[config.mk]
export PLATFORM = sky130hd
export DESIGN_NAME = seg_scan_ctrl
export DESIGN_NICKNAME = d
export VERILOG_FILES = /design/src/rtl/seg_scan_pkg.sv /design/src/rtl/seg_scan_ctrl_timer.sv /design/src/rtl/seg_scan_ctrl.sv
export SDC_FILE = /design/constraint.sdc
export NUM_CORES = 1
export LEC_CHECK = 0
export ABC_AREA = 1
export CORE_ASPECT_RATIO = 0.6
export CORE_MARGIN = 5
export CORE_UTILIZATION = 45
export DETAILED_ROUTE_END_ITERATION = 10
export DONT_BUFFER_PORTS = 1
export PLACE_DENSITY = 0.56
export REMOVE_ABC_BUFFERS = 1
export SYNTH_ARGS = -nofsm -noshare
export SYNTH_HDL_FRONTEND = slang
export SYNTH_HIERARCHICAL = 1
export SYNTH_SLANG_ARGS = --single-unit
[constraint.sdc]
create_clock -name clk -period 9.2 [get_ports clk]
set_clock_uncertainty 0.05 [all_clocks]
set_input_delay 1.38 -clock clk [delete_from_list [all_inputs] [get_ports clk]]
set_output_delay 1.38 -clock clk [all_outputs]
set_load 0.01 [all_outputs]
[src/rtl/seg_scan_pkg.sv]
// Shared types and constants for the two-digit display scan controller.
package seg_scan_pkg;

  typedef enum logic [2:0] {
    IDLE,
    SHOW0,
    BLANK01,
    SHOW1,
    BLANK10
  } scan_state_t;

  // Active-low anode patterns: an[0] = digit 0, an[1] = digit 1.
  localparam logic [1:0] AN_OFF = 2'b11;
  localparam logic [1:0] AN_D0  = 2'b10;
  localparam logic [1:0] AN_D1  = 2'b01;

  // Mux select belonging to a state: digit 1 is selected from BLANK01
  // through SHOW1, so the select always flips while both anodes are dark.
  function automatic logic sel_of(input scan_state_t s);
    return (s == BLANK01) || (s == SHOW1);
  endfunction

endpackage

[src/rtl/seg_scan_ctrl_timer.sv]
// scan_timer: dwell counter with synchronous clear, count enable and a
// terminal-count flag raised when cnt reaches limit-1.
module scan_timer #(
  parameter int W = 2
) (
  input  logic         clk,
  input  logic         reset,
  input  logic         clr,
  input  logic         en,
  input  logic [W:0]   limit,
  output logic [W-1:0] cnt,
  output logic         tc
);

  // Count up while enabled; clear takes priority over counting.
  always_ff @(posedge clk or posedge reset) begin
    if (reset)    cnt <= '0;
    else if (clr) cnt <= '0;
    else if (en)  cnt <= cnt + 1'b1;
  end

  // limit is one bit wider than cnt so a limit of exactly 2**W is legal.
  assign tc = ({1'b0, cnt} == (limit - 1'b1));

endmodule

[src/rtl/seg_scan_ctrl.sv]
// seg_scan_ctrl: two-digit 7-segment scan controller with blanking between
// digits. Optional build macro SCAN_ZERO_BLANK_EN suppresses digit 1 while
// its latched value is zero (timing unchanged).
module seg_scan_ctrl
  import seg_scan_pkg::*;
#(
  parameter int SHOW_CYCLES  = 100000,
  parameter int BLANK_CYCLES = 16
) (
  input  logic       clk,
  input  logic       reset,
  input  logic       en,
  input  logic       load,
  input  logic [3:0] val0,
  input  logic [3:0] val1,
  output logic       sel1,
  output logic [3:0] in0,
  output logic [3:0] in1,
  output logic [1:0] an,
  output logic       frame_tick
);

  localparam int MAXC = (SHOW_CYCLES > BLANK_CYCLES) ? SHOW_CYCLES : BLANK_CYCLES;
  localparam int W    = $clog2(MAXC);
  localparam logic [W:0] SHOW_LIM  = (W+1)'(SHOW_CYCLES);
  localparam logic [W:0] BLANK_LIM = (W+1)'(BLANK_CYCLES);

  scan_state_t state, state_n;
  logic [W-1:0] cnt;
  logic         tc;
  logic         clr;
  logic [W:0]   limit;
  logic [3:0]   in0_n, in1_n;
  logic [1:0]   an_n;
  logic         tick_n;

  assign limit = ((state == SHOW0) || (state == SHOW1)) ? SHOW_LIM : BLANK_LIM;
  // Timer is held at zero in IDLE and cleared on every state change.
  assign clr   = (state == IDLE) || (state_n != state);

  scan_timer #(.W(W)) u_timer (
    .clk   (clk),
    .reset (reset),
    .clr   (clr),
    .en    (en),
    .limit (limit),
    .cnt   (cnt),
    .tc    (tc)
  );

  // State register.
  always_ff @(posedge clk or posedge reset) begin
    if (reset) state <= IDLE;
    else       state <= state_n;
  end

  // Next state plus next values of the registered outputs.
  always_comb begin
    state_n = state;
    unique case (state)
      IDLE:    if (en)       state_n = SHOW0;
      SHOW0:   if (en && tc) state_n = BLANK01;
      BLANK01: if (en && tc) state_n = SHOW1;
      SHOW1:   if (en && tc) state_n = BLANK10;
      BLANK10: if (en && tc) state_n = SHOW0;
      default:               state_n = IDLE;
    endcase

    in0_n = load ? val0 : in0;
    in1_n = load ? val1 : in1;

    // Anodes are derived from the post-edge state and post-edge latch so
    // they line up with sel1/in1 in the same cycle.
    an_n = AN_OFF;
    if (en) begin
      unique case (state_n)
        SHOW0:   an_n = AN_D0;
`ifdef SCAN_ZERO_BLANK_EN
        SHOW1:   an_n = (in1_n == 4'h0) ? AN_OFF : AN_D1;
`else
        SHOW1:   an_n = AN_D1;
`endif
        default: an_n = AN_OFF;
      endcase
    end

    tick_n = (state_n == SHOW0) && (state != SHOW0);
  end

  // Registered outputs and value latches.
  always_ff @(posedge clk or posedge reset) begin
    if (reset) begin
      in0        <= '0;
      in1        <= '0;
      sel1       <= 1'b0;
      an         <= AN_OFF;
      frame_tick <= 1'b0;
    end else begin
      in0        <= in0_n;
      in1        <= in1_n;
      sel1       <= sel_of(state_n);
      an         <= an_n;
      frame_tick <= tick_n;
    end
  end

endmodule
==> flow_summary.yaml, run 1 <==
grt:
  antenna_found_initial: 0
  grt.overflow.total: 0
  grt_first_pass_wirelength_um: 9570
  grt_max_degree: 23
  track_usage_pct: 17.1
  grt_pass1_vias: 1934
floorplanning:
  num_rows: 20
  ios: 24
  die_h_um: 67.4
  core-area_um2: 5200
  dieArea_um2: 7130
  die_w_um: 106
  initial_core_util_pct: 47.5
worst_setup_path:
  max_stage_delay_ns: 0.82
  start_kind: "flop"
  critPathKind: "flop to flop"
  worstSetupEndpointType: "flop"
  critPathRequiredTime_ns: 9.36
  crit_fanout: 22
  crit_chain: "inv_2 -> nor2_2 -> inv_1 -> nor2_2 -> nand2_2 -> nor2_8 -> nand3_1 -> nand3_1 -> nand2_1 -> nor2_1 -> nand3_1 -> nor2_1 -> nand2_2 -> o2111ai_1 -> buf_4 -> nor2_4 -> nor3_1 -> nand4_1 -> nor2_1 -> o21ai_0 -> a21oi_1"
  slowest_stage: "nor2_2"
  cp.arrival_ns: 4.51
pwr:
  total_power_uw: 484
  powerDensity_nw_per_um2: 173
  ir_drop_mv: 0.106
  cellLeakagePower_nw: 1.34
synth:
  ys_ff_latch: 32
  synth_edf_count: 0
  seq_area_frac_synth_pct: 32.5
  synth-main-ff-cell: "dfrtp_1"
  synthCells: 352
  synthArstFlopShare_pct: 100
  synth_cell_types: 39
  netlist_area_um2: 2470
  syn_avg_cell_area_um2: 7.03
  ys_warn_count: 6
sta:
  slew_headroom_pct: 28.3
  slew_violations: 0
  fmax_mhz: 230
  setup_violations: 0
  fin_crit_sh_pct: 47.4
  tightest_slew_ns: 1.07
  period_minus_slack_ns: 4.36
  setup_tns_ns: 0
  hold_violations: 0
  rsz0062_at_grt: "false"
flow_run:
  drv_cap: 0
cts:
  clk_pin_slew_ns: 0.07
  cts_resized: 0
  cts_setup_buffers: 0
  cts_hold_buf: 0
  cts_buffer_depth: 2
  root_buffer: "clkbuf_8"
  tritoncts: "yes"
  clock_latency_ns: 0.29
  cts_sinks: 32
  cts_buffers: 5
  cts_max_level: 2
cells_and_area:
  final_common_cell: "nand2_1"
  area_growth_pct: 12.8
  drive_gt1_share_pct: 15.0
  layout_common_cells: "nand2_1, inv_1, nor2_1, conb_1, nand3_1"
  antennaDiodeCount: 0
  nets: 406
  fillers: 503
route:
  drc_errors: 0
  dr.pass1.iters: 5
  viasPerCell: 4.77
  postRouteAntennaNets: 0
  drt_iter0_drc: 143
  detail_route.wirelength_um: 5560
  vias: 2188
  wl_per_cell_um: 12.1
run_status:
  status: "finished clean"
hold_path:
  hp-class: "flop to flop"
placement:
  hpwl_um: 4560
  port_buffers: 0
  gp_congestion: 0.900
synth_stat cells, types with 2 or more instances:
library cell   n  area (um^2)
nand3_1       34          170
o21ai_2        2         17.5
xor2_1         3         26.3
nor2_2         9         56.3
a21oi_1       12         60.1
nand2_2        7         43.8
nand2_1       85          319
dfstp_2        2         52.6
buf_2          2         10.0
nor2_1        38          143
nor2_8         2         40.0
ha_1           2         25.0
dfrtp_1       30          751
nand4_1        5         31.3
inv_1         47          176
o21ai_1        2         10.0
nor3_1        10         50.1
mux2_2         8         90.1
nor2_4         8         90.1
o21ai_0       12         60.1
xnor2_1        5         43.8
inv_2          3         11.3
nand3_2        2         20.0
o2111ai_1      2         17.5
nand2_4        3         33.8
nand3b_1       4         30.0
sequential cells by signal, indices dropped and copies added (netlist names):
register,flops
u_timer/cnt,17
in0,4
in1,4
sel1,1
frame_tick,1
state,3
an,2
per-layer routing:
layer / vias to the layer above / part of all wire (%) / track usage (%)
met3: 4 / 5.7 / 4.20
li1: 1170 / - / -
met1: 973 / 56 / 27.2
met4: 0 / 0.65 / 3.72
met5: - / 0 / 0
met2: 41 / 38 / 22.8
cell type report:
class | instances | area [um^2] | share of cell area [%]
multi-input cells | 301 | 1600 | 57.2
repair buffers | 1 | 7.51 | 0.269
well taps | 66 | 82.6 | 2.96
inverters | 51 | 191 | 6.85
clock inverters | 3 | 42.5 | 1.52
clock buffers | 5 | 68.8 | 2.46
flip-flops and latches | 32 | 803 | 28.8
report_power, final:
part	switching, mW	internal (mW)
clock network	0.0558	0.0801
registers	0.0135	0.153
logic	0.125	0.0575
total	0.194	0.290
critical path: cells and delay by family (launching register included):
kind	cells	cell delay (ns)
AOI/OAI and AO/OA	3	0.37
and+or+nand+nor	15	2.82
DFF	1	0.47
buffers and inverters	3	0.55
cell families (layout without fill, tap and decap cells):
logic type                 count (synthesis)  count (layout)  share of synthesized area [%]
and+or+nand+nor                          213             213                           43.7
buffers and inverters                     55              60                           8.59
AOI/OAI and AO/OA                         33              33                           7.63
DFF                                       32              32                           32.5
xor gates and xnor gates                   8               8                           2.83
muxes                                      8               8                           3.64
adders and majority gates                  2               2                           1.01
other                                      1              37                          0.152
through the flow:
step	utilization, %	cells	hold WS, ns	cell area, um^2	setup WS [ns]
5_1_grt	53.7	459	0.517	2790	4.35
3_5_place_dp	51.5	451	0.486	2680	4.91
2_1_floorplan	-	384	0.426	2590	5.08
3_3_place_gp	51.5	451	0.494	2680	4.99
6_report	53.7	459	0.487	2790	4.84
4_1_cts	53.7	459	0.492	2790	4.86
final timing paths:
check                                            from                           to  slack [ns]  depth (start not counted)
setup / recovery                   state[0]$_DFF_PP0_  u_timer/cnt[11]$_DFFE_PP0P_        4.84                         21
hold / removal             u_timer/cnt[4]$_DFFE_PP0P_   u_timer/cnt[4]$_DFFE_PP0P_        0.49                          1
setup reg to reg                   state[0]$_DFF_PP0_  u_timer/cnt[11]$_DFFE_PP0P_        4.84                         21
hold reg to reg            u_timer/cnt[4]$_DFFE_PP0P_   u_timer/cnt[4]$_DFFE_PP0P_        0.49                          1
max in group asynchronous                       reset   u_timer/cnt[8]$_DFFE_PP0P_        7.58                          1
min in group asynchronous                       reset           in0[2]$_DFFE_PP0P_        0.97                          1
Power figures use the tool's default switching activity.
==> inputs of run 2 (changes only) <==
--- a/config.mk
+++ b/config.mk
@@ -11,7 +11,7 @@
 export CORE_UTILIZATION = 45
 export DETAILED_ROUTE_END_ITERATION = 10
 export DONT_BUFFER_PORTS = 1
-export PLACE_DENSITY = 0.56
+export PLACE_DENSITY = 0.58
 export REMOVE_ABC_BUFFERS = 1
 export SYNTH_ARGS = -nofsm -noshare
 export SYNTH_HDL_FRONTEND = slang
==> constraint.sdc (replaced) <==
create_clock -name clk -period 3.55 [get_ports clk]
set_clock_uncertainty 0.05 [all_clocks]
set_input_delay 0.5325 -clock clk [delete_from_list [all_inputs] [get_ports clk]]
set_output_delay 0.5325 -clock clk [all_outputs]
set_load 0.01 [all_outputs]
==> flow_summary.yaml, run 2 (same netlist as run 1, synthesis figures left out) <==
floorplanning:
  initial_core_util_pct: 47.5
  core-area_um2: 5200
  ios: 24
  die_h_um: 67.4
  dieArea_um2: 7130
  num_rows: 20
  die_w_um: 106
cts:
  clk_pin_slew_ns: 0.07
  cts_max_level: 2
  cts_buffers: 5
  root_buffer: "clkbuf_8"
  clock_latency_ns: 0.28
  cts_setup_buffers: 0
  tritoncts: "yes"
  cts_sinks: 32
  cts_buffer_depth: 2
pwr:
  p_int_uw: 782
  sw_frac_of_total_pct: 39.7
  netSwitchingPower_uw: 514
  ir_drop_mv: 0.286
  powerDensity_nw_per_um2: 455
  p_seq_share_pct: 32.8
  p_clk_share_pct: 27.3
  p_comb_share_pct: 39.9
  cellLeakagePower_nw: 1.37
grt:
  grt_first_pass_wirelength_um: 9740
  grt.overflow.total: 0
  track_usage_pct: 17.5
  grt_max_degree: 22
  grt_pass1_vias: 1998
  antenna_found_initial: 0
route:
  detail_route.wirelength_um: 5740
  wl_per_cell_um: 12.4
  vias: 2212
  drt_iter0_drc: 143
  met1Wirelength_um: 3050
  highest_layer: "met3"
  drc_errors: 0
  wl_met2_um: 2230
  dr.pass1.iters: 4
  viasPerCell: 4.78
  met3_length_um: 468
  postRouteAntennaNets: 0
sta:
  setup_violations: 0
  fmax_mhz: 318
  period_minus_slack_ns: 3.14
  fin_crit_sh_pct: 88.5
  setup_tns_ns: 0
  hold_violations: 0
  slew_violations: 0
  rsz0062_at_grt: "false"
  slew_headroom_pct: 52.0
  hold_ws_ns: 0.148
  tightest_slew_ns: 0.720
placement:
  hpwl_um: 4690
  port_buffers: 0
  gp_congestion: 0.852
cells_and_area:
  antennaDiodeCount: 0
  largestRegisters: "u_timer/cnt (17), in0 (4), in1 (4)"
  drive_gt1_share_pct: 16.6
  largest_register_ff_count: 17
  layout_common_cells: "nand2_1, inv_1, conb_1, nor2_1, nand3_1"
  final_common_cell: "nand2_1"
  largest-register: "u_timer/cnt"
  area_growth_pct: 15.0
  nets: 410
worst_setup_path:
  worstSetupEndpointType: "flop"
  cp.arrival_ns: 3.26
  crit_fanout: 7
  start_kind: "flop"
  critPathKind: "flop to flop"
  critPathRequiredTime_ns: 3.67
flow_run:
  drv_cap: 0
hold_path:
  hp-class: "input pin to asynchronous set/reset pin"
run_status:
  status: "finished clean"
==> run 2: critical path, stage by stage (launching register included) <==
cell,delay [ns]
dfrtp_1,0.36
inv_2,0.07
nor2_2,0.18
inv_1,0.13
nor2_1,0.16
nand2_2,0.12
nor2_8,0.15
nand3_2,0.09
nand3_1,0.11
nand2_1,0.06
nor2_1,0.12
nand3_1,0.13
nor2_2,0.17
nand3_1,0.13
o2111ai_2,0.14
nor2_4,0.10
nor2_2,0.15
nand2_1,0.09
nor2_1,0.19
nand3_1,0.12
o21ai_0,0.16
a21oi_1,0.05
==> run 2: per-layer routing <==
layer,up-vias,track usage (%)
li1,1189,-
met1,968,27.1
met2,55,25.1
met3,0,4.97
met4,0,0.969
met5,-,0
==> run 2: metrics by stage <==
step | setup slack [ns] | power [mW] | std cells | util (%) | cell area, um^2
final | 0.409 | 1.30 | 463 | 54.7 | 2850
after global routing | 0.0105 | 1.40 | 463 | 54.7 | 2850
after CTS | 0.253 | 1.30 | 463 | 54.5 | 2840
after detailed placement | 0.307 | 0.939 | 455 | 52.3 | 2720
after global placement | 0.328 | 0.937 | 455 | 52.3 | 2720
after floorplan | -0.565 | 0.806 | 384 | - | 2590
==> run 2: timing repair <==
action	CTS	global route
gates resized for setup	0	3
setup endpoints to repair	0	2
hold buffers	0	0
==> run 2: final cells by class <==
| type | count | area [um^2] |
|---|---|---|
| fill | 538 | 2360 |
| multi-input combinational | 301 | 1610 |
| sequential | 32 | 803 |
| inverter | 51 | 191 |
| tap | 66 | 82.6 |
| clock buffer | 5 | 68.8 |
| timing repair buffer | 5 | 50.0 |
| clock inverter | 3 | 42.5 |
==> run 2: final timing paths <==
check	start	end	slack, ns	cells after the start
min in group clk	en	an[0]$_DFF_PP1_	0.27	1
max reg2reg	state[0]$_DFF_PP0_	u_timer/cnt[13]$_DFFE_PP0P_	0.41	21
max in group asynchronous	reset	u_timer/cnt[2]$_DFFE_PP0P_	2.79	1
min reg2reg	u_timer/cnt[4]$_DFFE_PP0P_	u_timer/cnt[4]$_DFFE_PP0P_	0.49	1
max	state[0]$_DFF_PP0_	u_timer/cnt[13]$_DFFE_PP0P_	0.41	21
min	reset	sel1$_DFF_PP0_	0.15	1
==> run 2: power groups by stage <==
stage          registers [mW]  clock network [mW]  logic, mW
6_report                0.425               0.354      0.518
3_5_place_dp            0.432                   0      0.507
5_1_grt                 0.427               0.380      0.591
4_1_cts                 0.425               0.359      0.511
3_3_place_gp            0.431                   0      0.506
2_1_floorplan           0.432                   0      0.374
